## src/rtl/ctrl_sequencer.sv

```systemverilog
// ctrl_sequencer: instruction FIFO feeding a two-beat control sequencer.
// Each instruction is issued as beat A ({op, waddr, sh}, phi1_en) then
// beat B ({op, baddr, aaddr}, phi2_en). If the next instruction reads the
// register written by the previously issued one, a single NOP bubble pair
// is inserted before it.
//
// Ports:
//   clk, rst            clock, asynchronous active-high reset
//   in_valid/in_ready   instruction push handshake
//   in_instr[10:0]      op[10:8] waddr[7:6] baddr[5:4] aaddr[3:2] sh[1:0]
//   ctrl[6:0]           registered control word
//   phi1_en / phi2_en   ctrl holds a beat-A / beat-B word
//   busy                sequencer active or instructions queued
//   stall_cnt[7:0]      saturating count of inserted bubbles
module ctrl_sequencer #(
  parameter int         DEPTH  = 4,
  parameter logic [2:0] NOP_OP = 3'b000
) (
  input  logic        clk,
  input  logic        rst,
  input  logic        in_valid,
  output logic        in_ready,
  input  logic [10:0] in_instr,
  output logic [6:0]  ctrl,
  output logic        phi1_en,
  output logic        phi2_en,
  output logic        busy,
  output logic [7:0]  stall_cnt
);
  localparam int         PW   = $clog2(DEPTH);
  localparam logic [PW:0] FULL = (PW+1)'(DEPTH);
  localparam logic [PW:0] ONE  = (PW+1)'(1);

  typedef enum logic [2:0] {IDLE, BEAT_A, BEAT_B, BUB_A, BUB_B} state_t;
  state_t state;

  logic [10:0]   mem [DEPTH];
  logic [PW-1:0] wr_ptr, rd_ptr, cand_idx;
  logic [PW:0]   count;
  logic          push, pop;
  logic [10:0]   cand;
  logic          cand_avail, hazard;
  logic          last_wr_valid;
  logic [1:0]    last_waddr;

  assign in_ready = (count < FULL);
  assign push     = in_valid && in_ready;
  assign pop      = (state == BEAT_B);
  assign busy     = (state != IDLE) || (count != '0);

  // The instruction that would issue next. In BEAT_B the head is being
  // popped on this edge, so look one entry past it; elsewhere it is the head.
  assign cand_idx   = (state == BEAT_B) ? rd_ptr + 1'b1 : rd_ptr;
  assign cand       = mem[cand_idx];
  assign cand_avail = (state == BEAT_B) ? (count > ONE) : (count != '0);
  assign hazard     = last_wr_valid &&
                      ((cand[5:4] == last_waddr) || (cand[3:2] == last_waddr));

  always_ff @(posedge clk)
    if (push) mem[wr_ptr] <= in_instr;

  always_ff @(posedge clk or posedge rst) begin
    if (rst) begin
      wr_ptr <= '0;
      rd_ptr <= '0;
      count  <= '0;
    end else begin
      if (push) wr_ptr <= wr_ptr + 1'b1;
      if (pop)  rd_ptr <= rd_ptr + 1'b1;
      case ({push, pop})
        2'b10:   count <= count + 1'b1;
        2'b01:   count <= count - 1'b1;
        default: ;
      endcase
    end
  end

  always_ff @(posedge clk or posedge rst) begin
    if (rst) begin
      state         <= IDLE;
      ctrl          <= '0;
      phi1_en       <= 1'b0;
      phi2_en       <= 1'b0;
      last_wr_valid <= 1'b0;
      last_waddr    <= '0;
      stall_cnt     <= '0;
    end else begin
      case (state)
        IDLE, BEAT_B: begin
          if (!cand_avail) begin
            state   <= IDLE;
            ctrl    <= '0;
            phi1_en <= 1'b0;
            phi2_en <= 1'b0;
          end else if (hazard) begin
            // Clearing last_wr_valid guarantees the instruction issues
            // right after this one bubble pair.
            state         <= BUB_A;
            ctrl          <= {NOP_OP, 4'b0000};
            phi1_en       <= 1'b1;
            phi2_en       <= 1'b0;
            last_wr_valid <= 1'b0;
            if (stall_cnt != 8'hFF) stall_cnt <= stall_cnt + 8'd1;
          end else begin
            state         <= BEAT_A;
            ctrl          <= {cand[10:8], cand[7:6], cand[1:0]};
            phi1_en       <= 1'b1;
            phi2_en       <= 1'b0;
            last_wr_valid <= (cand[10:8] != NOP_OP);
            last_waddr    <= cand[7:6];
          end
        end
        BEAT_A: begin
          state   <= BEAT_B;
          ctrl    <= {cand[10:8], cand[5:4], cand[3:2]};
          phi1_en <= 1'b0;
          phi2_en <= 1'b1;
        end
        BUB_A: begin
          state   <= BUB_B;
          ctrl    <= {NOP_OP, 4'b0000};
          phi1_en <= 1'b0;
          phi2_en <= 1'b1;
        end
        BUB_B: begin
          // cand is the (unpopped) head here
          state         <= BEAT_A;
          ctrl          <= {cand[10:8], cand[7:6], cand[1:0]};
          phi1_en       <= 1'b1;
          phi2_en       <= 1'b0;
          last_wr_valid <= (cand[10:8] != NOP_OP);
          last_waddr    <= cand[7:6];
        end
        default: begin
          state   <= IDLE;
          ctrl    <= '0;
          phi1_en <= 1'b0;
          phi2_en <= 1'b0;
        end
      endcase
    end
  end
endmodule

```

## config.mk

```make
export PLATFORM = sky130hd
export DESIGN_NAME = ctrl_sequencer
export DESIGN_NICKNAME = d
export VERILOG_FILES = /design/src/rtl/ctrl_sequencer.sv
export SDC_FILE = /design/constraint.sdc
export NUM_CORES = 1
export LEC_CHECK = 0
export CORE_ASPECT_RATIO = 0.9
export CORE_MARGIN = 3
export CORE_UTILIZATION = 47
export DETAILED_ROUTE_END_ITERATION = 16
export PLACE_DENSITY = 0.68
export SLEW_MARGIN = 20
export SYNTH_ARGS = -nofsm -noshare
export SYNTH_HDL_FRONTEND = slang
export SYNTH_SLANG_ARGS = --single-unit
```

## constraint.sdc

```tcl
create_clock -name clk -period 3.7 [get_ports clk]
set_input_delay 0.555 -clock clk [delete_from_list [all_inputs] [get_ports clk]]
set_output_delay 0.555 -clock clk [all_outputs]
set_load 0.01 [all_outputs]
```

==> results.md <==
* Part of the power in combinational logic at 0.429
* Crit path top cell by count: mux2_4
* Die Height at 85.46 um
* # Max-Cap Violations at 0
* Clock root buffer: clkbuf_8
* Synth Register Bits at 74
* Antenna diodes at 0
* Critical path data arrival time at 3340 ps
* Synth Net Count at 249
* Status: complete, no violations
* Fin area at 3921 um2
* Worst path required time at 3930 ps
* RSZ-0062 raised after global routing: false
* Gr busiest metal: met2
* Setup TNS at 0 ps
* Met3 global-route usage at 0.05408
* Vias per cell at 5.232
* Critical Path Start Type: flip-flop
* CP max stage cell: mux4_1
* Yosys top cell area share at 0.4008
* CTS tree: done
* Residual DRC at 0
* Total chip power at 3.431 mW
* Starting Density at 0.4927
* Reg2Reg Setup Slack at 580 ps
* Routed WL per cell at 15.45 um
* PnR worst setup slack at 583.7 ps
* Critical Path Sink Type: flip-flop
* CP Cell Sequence: or3b_1 -> inv_8 -> mux4_1 -> mux2i_1 -> xnor2_1 -> o22ai_1 -> mux2_4 -> and3_4 -> mux2_4
* Largest net degree at the start of global routing at 23
* Area Overhead vs Synth at 18.94%
* Later-pin clock latency in the skew report at 340 ps
* GRT overflow at 0
* Cell row count at 28
* Dpl ws at 562.2 ps
* Final period util at 0.8423
* Final Hold Vio Count at 0
* Post-CTS Setup Bufs at 0
* Critical path type: reg -> reg
* Worst-path clk slew at 70 ps
* Die W at 94.29 um
* Met2 global-route usage at 0.2410
* DR pass1 iterations at 4
* Synth top area cells: edfxtp_1 (40%), dfrtp_1 (23%), mux4_2 (4.8%)
* Die Footprint at 8057 um2
* Max-slew headroom at 0.3859
* Slew of the pin with the lowest slew margin at 920.1 ps
* Final GP Congestion at 0.8006
* Mean Syn Cell Area at 14.65 um2
* Clock power share at 0.198
* Crit Path Max Fanout at 14
* Top cell type by total area after synthesis: edfxtp_1
* Commonest cells in the synthesized netlist: edfxtp_1 (44), dfrtp_1 (30), inv_1 (14)
* Setup Skew at 7.873 ps
* Crit path time final at 3116 ps
* Sequential share of the synthesized area at 0.6285
* Initial antenna violation count at 0
* Layout cells sized above 1 at 0.1231
* All-Layer GR Usage at 0.1554
* Internal Power at 2.232 mW
* I/O Pins at 33
* Clock buffer count from CTS at 9
* Worst Hold Class: reg -> reg
* Number of flops mapped to enable cells by yosys at 44
* Initial DRC count at 64
* Peak supply drop at 439.6 uV
* DP Area at 3702 um2
* Max clock buf depth at 2
* Port-buffer cells at 32
* DP Wirelength at 3.890 mm
* Top_reg_cell synth: edfxtp_1
* Sequential power share at 0.373
* Count leader, synth: edfxtp_1
* Crit path buf inv count at 1
* Top delay family on crit path: multiplexers
* LEAKAGE at 1.525 nW
* Nets@finish at 287
* First-pass GRT wire length at 9.342 mm
* Post-CTS Resized at 0
* Clock Sinks at 74
* Max-slew violations at 0
* Final ANT Viol Nets at 0
* Fmax at 320.9 MHz
* Post-CTS Hold Buffers at 0
* P_sw at 1.198 mW
* # setup viols final at 0
* Crit-path max cell delay at 550 ps
* Share of flip-flops with an asynchronous set or reset at 0.4054
* Routed WL at 5.531 mm
* Synth Cell Area at 3297 um2
* # H-tree levels at 3
* Met1 Usage GRT at 0.2061
* Switching Fraction at 0.3493
* Number of global-route vias before repair at 1891
* DR vias at 1873
* Ys Warns at 0
* Core ar. at 6691 um2
* Pwr dens at 874.9 nW/um2
* Synth cell types at 43
* Post-Synthesis Cells at 225
## metal layers
metal  share of wire  wire length [um]
met5               0                 0
met4           0.015                85
met3           0.041               225
met2            0.48              2674
met1            0.46              2544
## layout by cell type (no fill, tap or decap), types with 4 or more instances in the layout
| cell | instances |
|---|---|
| edfxtp_1 | 44 |
| clkdlybuf4s50_1 | 32 |
| dfrtp_1 | 30 |
| inv_1 | 14 |
| xnor2_1 | 11 |
| ha_1 | 10 |
| clkbuf_8 | 10 |
| nand2_1 | 9 |
| mux2i_1 | 9 |
| nor2_1 | 7 |
| nand3_1 | 7 |
| mux4_2 | 7 |
| o22ai_1 | 7 |
| and2_1 | 6 |
| o21ai_0 | 6 |
| nand4_1 | 6 |
| nor3b_1 | 4 |
## cell families after synthesis
logic type	count (synthesis)	share of synthesized area
and+or+nand+nor	54	0.09184
buffers and inverters	23	0.03453
muxes	24	0.1139
AOI/OAI and AO/OA	27	0.05882
adders and majority gates	10	0.03795
xor gates and xnor gates	13	0.03454
DFF	74	0.6285
## registers in the layout, indices dropped and copies added (netlist names)
signal and count:
stall_cnt 8, phi1_en 1, state 3, last_wr_valid 1, mem 44, wr_ptr 2
count 3, last_waddr 2, rd_ptr 2, ctrl 7, phi2_en 1
## area by class of cell
type,count,area [um2]
Clock buffer,11,141.4
Tap cell,90,112.6
Inverter,15,63.81
Multi-Input combinational cell,128,1111
Sequential cell,74,2072
Fill cell,537,2770
Clock inverter,5,77.57
Timing Repair Buffer,35,342.8
## per-stage QoR
stage | cells | utilization | hold slack (ps)
floorplan | 225 | - | 453.8
finish | 358 | 0.5860 | 492.4
global placement | 342 | 0.5533 | 466.3
CTS | 358 | 0.5860 | 497.7
detailed placement | 342 | 0.5533 | 493.6
global route | 358 | 0.5860 | 527.5
## power by group through the flow
stage | registers (mW) | logic, mW | clock network, mW
after floorplan | 1.24 | 1.12 | 0
after CTS | 1.28 | 1.50 | 0.696
final | 1.28 | 1.47 | 0.679
after global routing | 1.31 | 1.64 | 0.735
after detailed placement | 1.30 | 1.49 | 0
after global placement | 1.29 | 1.47 | 0
## path summary, 6_finish.rpt
check	end	cells past startpoint	startpoint
min in group asynchronous	ctrl[0]	2	rst
max	stall_cnt[1]	9	state[1]
min reg2reg	phi2_en	1	state[2]
min	phi2_en	1	state[2]
max reg2reg	stall_cnt[1]	9	state[1]
max in group asynchronous	rd_ptr[0]	3	rst
## worst register-to-register path, stage by stage, from the launching register on
cell,delay (ps)
dfrtp_1,420
or3b_1,530
inv_8,160
mux4_1,550
mux2i_1,240
xnor2_1,170
o22ai_1,130
mux2_4,330
and3_4,200
mux2_4,280
Power figures use the tool's default switching activity.
